$ cat config.mk
export PLATFORM = sky130hd
export DESIGN_NAME = systolic_seq
export DESIGN_NICKNAME = d
export VERILOG_FILES = /design/src/rtl/systolic_seq.sv
export SDC_FILE = /design/constraint.sdc
export NUM_CORES = 1
export LEC_CHECK = 0
export CAP_MARGIN = 5
export CELL_PAD_IN_SITES_DETAIL_PLACEMENT = 0
export CELL_PAD_IN_SITES_GLOBAL_PLACEMENT = 1
export CORE_MARGIN = 2
export CORE_UTILIZATION = 34
export DETAILED_ROUTE_END_ITERATION = 7
export PLACE_DENSITY = 0.82
export RECOVER_POWER = 50
export SLEW_MARGIN = 10
export SYNTH_ARGS = -nofsm -noshare
export SYNTH_HDL_FRONTEND = slang
export SYNTH_SLANG_ARGS = --single-unit
$ cat constraint.sdc
create_clock -name clk -period 2.03 [get_ports clk]
set_input_delay 0.3045 -clock clk [delete_from_list [all_inputs] [get_ports clk]]
set_output_delay 0.3045 -clock clk [all_outputs]
set_load 0.05 [all_outputs]
$ cat src/rtl/systolic_seq.sv
// Sequencer for an NxN weight-stationary systolic array: weight load, switch, input stream, drain.
// Define SYSTOLIC_SEQ_PERF_CNT_EN to build in the busy-cycle counter behind cycle_count.
module systolic_seq #(
  parameter  int N     = 4,
  parameter  int VEC_W = 8,
  localparam int AW    = $clog2(N)
) (
  input  logic             clk,
  input  logic             rst,
  input  logic             start,
  input  logic             abort,
  input  logic [VEC_W-1:0] num_vectors,
  input  logic             in_ready,
  output logic [AW-1:0]    w_rd_addr,
  output logic             w_accept,
  output logic             sw_pulse,
  output logic [VEC_W-1:0] in_rd_addr,
  output logic             in_valid,
  output logic             pe_enabled,
  output logic             busy,
  output logic             done,
  output logic [31:0]      cycle_count
);

  localparam int DW = $clog2(2*N) + 1;

  typedef enum logic [2:0] {IDLE, LOAD_W, SWITCH, STREAM, DRAIN, DONE} state_t;

  state_t           r_state;
  logic [AW-1:0]    r_w_addr;
  logic             r_w_acc;
  logic             r_sw;
  logic [VEC_W-1:0] r_in_addr;
  logic             r_in_vld;
  logic             r_busy;
  logic             r_done;
  logic [VEC_W-1:0] r_nv;
  logic [VEC_W-1:0] r_cnt;
  logic [DW-1:0]    r_dcnt;

  // Outputs are computed for the state being entered, so in_ready is sampled
  // at the edge that opens the cycle it qualifies.
  always_ff @(posedge clk) begin
    if (!rst || (r_state != IDLE && abort)) begin
      r_state   <= IDLE;
      r_w_addr  <= '0;
      r_w_acc   <= 1'b0;
      r_sw      <= 1'b0;
      r_in_addr <= '0;
      r_in_vld  <= 1'b0;
      r_busy    <= 1'b0;
      r_done    <= 1'b0;
      r_nv      <= '0;
      r_cnt     <= '0;
      r_dcnt    <= '0;
    end else begin
      r_w_acc  <= 1'b0;
      r_sw     <= 1'b0;
      r_in_vld <= 1'b0;
      r_done   <= 1'b0;
      case (r_state)
        IDLE: if (start) begin
          r_state   <= LOAD_W;
          r_nv      <= num_vectors;
          r_w_acc   <= 1'b1;
          r_w_addr  <= '0;
          r_in_addr <= '0;
          r_cnt     <= '0;
          r_busy    <= 1'b1;
        end
        LOAD_W: if (r_w_addr == AW'(N-1)) begin
          r_state  <= SWITCH;
          r_sw     <= 1'b1;
          r_w_addr <= '0;
        end else begin
          r_w_acc  <= 1'b1;
          r_w_addr <= r_w_addr + 1'b1;
        end
        SWITCH: if (r_nv == '0) begin
          r_state <= DONE;
          r_done  <= 1'b1;
        end else begin
          r_state <= STREAM;
          if (in_ready) begin
            r_in_vld  <= 1'b1;
            r_in_addr <= r_cnt;
            r_cnt     <= r_cnt + 1'b1;
          end
        end
        STREAM: if (r_cnt == r_nv) begin
          r_state <= DRAIN;
          r_dcnt  <= '0;
        end else if (in_ready) begin
          r_in_vld  <= 1'b1;
          r_in_addr <= r_cnt;
          r_cnt     <= r_cnt + 1'b1;
        end
        DRAIN: if (r_dcnt == DW'(2*N-1)) begin
          r_state <= DONE;
          r_done  <= 1'b1;
        end else begin
          r_dcnt <= r_dcnt + 1'b1;
        end
        DONE: begin
          r_state   <= IDLE;
          r_busy    <= 1'b0;
          r_in_addr <= '0;
        end
        default: r_state <= IDLE;
      endcase
    end
  end

`ifdef SYSTOLIC_SEQ_PERF_CNT_EN
  logic [31:0] r_cyc;

  always_ff @(posedge clk) begin
    if (!rst) begin
      r_cyc <= '0;
    end else if (r_state == IDLE) begin
      if (start) r_cyc <= '0;
    end else if (abort) begin
      r_cyc <= '0;
    end else if (r_cyc != '1) begin
      r_cyc <= r_cyc + 32'd1;
    end
  end

  assign cycle_count = r_cyc;
`else
  assign cycle_count = '0;
`endif

  assign w_rd_addr  = r_w_addr;
  assign w_accept   = r_w_acc;
  assign sw_pulse   = r_sw;
  assign in_rd_addr = r_in_addr;
  assign in_valid   = r_in_vld;
  assign busy       = r_busy;
  assign pe_enabled = r_busy;
  assign done       = r_done;

endmodule

==> metrics.txt, run 1 <==
Clock transition at path regs=80 ps; hold buffer count at CTS=0; async set-reset flop share out of synthesis=0; Pre-antenna DRT Iters=4; CP Launch Type=flip-flop; synth warn=0; max-cap violations=0; Boundary Pins=61; Syn Inst Count=249; Peak VDD IR=0.454 mV; DP Worst Slack=7.13 ps; Fin Setup TNS=0 ps; vias in the first global route=1591; period utilization=0.917; die height=82.6 µm; post-CTS setup buffer count=0; CTS sink count=38; global-route wire length before repair=7.38 mm; TritonCTS buffer count=5; Setup crit end kind=flip-flop; post-synthesis area per instance=8.44 µm²; Layout Nets=306; final-report hold violation count=0; RSZ-0062 raised after global routing=no; total chip power=0.00165 W; fin area=2530 µm²; most frequent cells in the layout=dfxtp_1, conb_1, nand2_1; post-layout util=0.426; Leakage Power=1.11 nW; Cell Area, Placed=2440 µm²; Post-DRT Antenna Nets=0; worst hold path depth=2; flops & latches, synth=38; Slew Viols, Final=0; top cells by area, synth=dfxtp_1, buf_4, nand2_1; commonest non-fill, non-tap cell in the layout=dfxtp_1; row cnt=28; dominant cell type by area after synthesis=dfxtp_1; fin crit period=1860 ps; Starting Density=0.353; GRT overflow=0; die area=6830 µm²; share of the yosys chip area belonging to registers=0.362; Clock Skews=10.4 ps; Antenna diodes=0; # port buffers=28; clock root buffer=clkbuf_8; CTS Buffer Depth=2; Worst Max-Slew Pin Slew=655 ps; crit path kind=flip-flop to flip-flop; # resized after CTS=0; data arrival time of the worst path=2090 ps; layout cells sized above 1=0.131; H-tree Lvls=2; GP Congestion=0.883; GRT Total Usage=0.141; post-synthesis cell area=2100 µm²; Worst Hold Class=flip-flop to flip-flop; P&R area growth vs syn=20.6%; initial DRC count=97; number of synthesized flops with an enable pin=0; initial antenna violation count=0; reg2reg path depth=6; Yosys top cell area share=0.362; worst path required time=2260 ps; drt wl/cell=12.3 µm; setup ws final=169 ps; Top FF cell, synth=dfxtp_1; Die X=82.6 µm; routed vias/inst=4.81; CTS tree=yes; DRC violations left=0; post-DP HPWL=3.55 mm; via count=1762; slew margin rel.=0.563; Max Clock Freq=0.537 GHz; PwrDens=653 nW/µm²; setup violators final=0; clock latency on the worst-skew pair=290 ps; status=completed; Netlist cell types=48; Core Area=5960 µm²; total wire length=4.51 mm; largest net degree at the start of global routing=15; worst-path maximum fanout=6
logic make-up after synthesis:
logic type | Yosys count | synth area share
AO/OA/AOI/OAI | 55 | 0.172
XOR/XNOR | 10 | 0.0417
adder cells (fa/ha/maj) | 3 | 0.0179
buffers and inverters | 46 | 0.146
flip-flops | 38 | 0.362
multiplexers | 3 | 0.0149
other | 1 | 0.00178
AND/OR/NAND/NOR | 93 | 0.244
critical path, cell delays in order (launching register included):
cell,delay [ps]
dfxtp_2,410
xor2_1,260
nor4_4,80
and3_1,280
buf_4,190
or4_1,490
nand3_1,80
worst paths after layout:
kind              slack [ps]            end     startpoint
hold / removal           470  in_rd_addr[7]  in_rd_addr[7]
hold reg to reg          470  in_rd_addr[7]  in_rd_addr[7]
setup / recovery         170       r_cnt[3]       r_cnt[4]
setup reg to reg         170       r_cnt[3]       r_cnt[4]
stage by stage:
stage                     hold slack, ps  cells
after floorplan                      440    280
after global placement               468    358
after detailed placement             468    358
after CTS                            480    366
after global routing                 504    366
final                                473    366
cells in the mapped netlist (2+ instances only):
cell type and number:
ha_1 3, o31ai_1 4, or3_1 3, and2_1 2, buf_4 33, nand4b_1 3
xor2_1 10, buf_2 2, o21a_1 2, a22oi_1 3, nor2b_1 4, nand4_1 7
o21ai_0 8, and3_1 6, a221o_1 3, mux2i_1 2, nor4_2 2, nand3_1 5
nand2_1 29, o211ai_1 4, nor3_1 5, nand2b_1 3, clkbuf_1 9, a21oi_1 21
nor4_1 2, nor2_1 14, a211oi_1 2, dfxtp_1 38
flip-flops by register name, summed over array words and instances (netlist names):
| signal | flops |
|---|---|
| in_rd_addr | 8 |
| r_cnt | 8 |
| r_nv | 8 |
| r_dcnt | 4 |
| r_state | 3 |
| w_rd_addr | 2 |
| busy | 1 |
| done | 1 |
| in_valid | 1 |
| sw_pulse | 1 |
| w_accept | 1 |
area by class of cell:
class	count	area (µm²)
fill	620	3420
tap	75	93.8
clock buffer	6	82.6
multi-input combinational	196	1160
sequential	38	763
clock inverter	2	12.5
timing repair buffer	48	419
inverter	1	3.75
layer usage:
layer  up-vias  GRT usage  share of wire
met5         -          0              0
met4         0     0.0410          0.014
met3         7     0.0293          0.046
met2        44      0.240           0.47
met1       809      0.179           0.47
li1        902          -              -
power breakdown:
group	internal [W]	total, W	leakage (nW)	switching [W]
logic	0.0000886	0.000337	0.758	0.000248
clock network	0.000273	0.000538	0.0472	0.000266
registers	0.000762	0.000780	0.309	0.0000178
(Power assumes the default switching activity.)
==> run 2: changes to the inputs <==
Settings changed: SLEW_MARGIN 10 to not set.
==> results of run 2 <==
No change in the layout: final DEF, timing and power equal those of run 1.
==> run 3: changes to the inputs <==
Settings changed: CORE_MARGIN 2 to not set.
==> run 3 against run 2 <==
  * Flip-flop and latch count unchanged
  * Critical path depth stayed put
  * Design area down 0.44%
  * Total power fell by 3.3%
  * Worst hold slack got worse by 3.5 ps
  * Utilization down 0.19 points
  * Largest cell class unchanged
  * Highest routed layer unchanged
==> metrics.txt, run 3 (synthesis gave the netlist of run 1 again) <==
# port buffers=28 (unchanged); DRC violations left=0 (unchanged); Layout Nets=308 (+0.65%); H-tree Lvls=2 (unchanged); largest net degree at the start of global routing=16 (+1); worst path required time=2260 ps (about the same); Cell Chain, Critical Path=nor2b_1 -> and2_4 -> and3_1 -> buf_4 -> or4_1 -> nand3_1; PwrDens=634 nW/µm² (-2.9%); Worst path top cell family by delay=simple AND/OR/NAND/NOR gates; slew margin rel.=0.548 (-0.0154); Pre-antenna DRT Iters=4 (unchanged); TritonCTS buffer count=5 (unchanged); commonest non-fill, non-tap cell in the layout=dfxtp_1; Slew Viols, Final=0 (unchanged); Boundary Pins=61 (unchanged); P&R area growth vs syn=20.1%; setup ws final=120 ps (-48.9 ps); total wire length=4.65 mm (+3.0%); worst-path maximum fanout=13 (+7); # resized after CTS=0 (unchanged); via count=1793 (+1.8%); Max Clock Freq=0.524 GHz (-2.6%); status=completed; clock latency on the worst-skew pair=290 ps (about the same); initial DRC count=104 (+7.2%); CP Launch Type=flip-flop; Leakage Power=1.12 nW (about the same); routed vias/inst=4.89 (+1.5%); crit path kind=flip-flop to flip-flop; fin crit period=1910 ps (+48.9 ps); Cell Area, Placed=2450 µm² (+0.62%); total chip power=0.00160 W (-3.3%); die height=80.6 µm (-2.4%); die area=6500 µm² (-4.8%); initial antenna violation count=0 (unchanged); max-cap violations=0 (unchanged); data arrival time of the worst path=2140 ps (+50 ps); vias in the first global route=1576 (-0.94%); final-report hold violation count=0 (unchanged); layout cells sized above 1=0.123 (-0.00730); Post-DRT Antenna Nets=0 (unchanged); CTS sink count=38 (unchanged); Clock transition at path regs=70 ps (about the same); Core Area=5960 µm² (unchanged); GRT Total Usage=0.150 (+0.00958); post-DP HPWL=3.54 mm (about the same); most frequent cells in the layout=dfxtp_1, conb_1, nand2_1; CTS tree=yes; Clock Skews=2.85 ps (-7.56 ps); post-layout util=0.424 (-0.00189); Die X=80.6 µm (-2.4%); row cnt=28 (unchanged); Peak VDD IR=0.356 mV (-22%); Slowest Stage Delay on Critical Path=530 ps (+40 ps); DP Worst Slack=-8.33 ps (-15.5 ps); non-filler cells, final=367 (+0.27%); Worst Max-Slew Pin Slew=679 ps (+23.1 ps); period utilization=0.941 (+0.0241); Starting Density=0.353 (unchanged); Antenna diodes=0 (unchanged); Worst Hold Class=flip-flop to flip-flop; clock root buffer=clkbuf_8; GP Congestion=0.862 (-2.4%); Setup crit end kind=flip-flop; RSZ-0062 raised after global routing=no; post-CTS setup buffer count=0 (unchanged); critical path's slowest cell=dfxtp_1; setup violators final=0 (unchanged); fin area=2520 µm² (-0.44%); drt wl/cell=12.7 µm (+2.7%); CTS Buffer Depth=2 (unchanged); placed insts=360 (+0.56%); WP buf/inv=1 (unchanged); GRT overflow=0 (unchanged); hold buffer count at CTS=0 (unchanged); global-route wire length before repair=7.36 mm (-0.19%)
## run 3: where the power goes
group	total, W	internal, W	switching (W)
sequential	0.000780	0.000762	0.0000175
combinational	0.000335	0.0000876	0.000247
clock	0.000485	0.000236	0.000248
total	0.00160	0.00109	0.000513
## run 3: final cells by class
class	count	area, µm²
repair buffers	50	438
multi-input cells	196	1150
clock buffers	7	76.3
fillers	616	3430
inverters	1	3.75
flip-flops and latches	38	761
well taps	75	93.8
## run 3: worst paths after layout
path	startpoint	to	slack (ps)	cells past startpoint
worst min register to register	in_rd_addr[3]	in_rd_addr[3]	470	2
worst min-delay path	in_rd_addr[3]	in_rd_addr[3]	470	2
worst max-delay path	r_state[2]	r_cnt[3]	120	6
worst max register to register	r_state[2]	r_cnt[3]	120	6
## run 3: routing by layer
metal | GRT usage | share of wire
met1 | 0.192 | 0.47
met2 | 0.238 | 0.46
met3 | 0.0375 | 0.043
met4 | 0.0643 | 0.026
met5 | 0 | 0
## run 3: metrics by stage
stage	TNS (ps)	hold slack (ps)
after detailed placement	-21.2	468
after global placement	0	466
after floorplan	0	440
after global routing	0	504
after CTS	0	477
final	0	470
## run 3: tightest hold or removal path: stages, from the launching register on
cell and delay (ps):
dfxtp_1 310, o21ai_0 60, a21oi_1 60
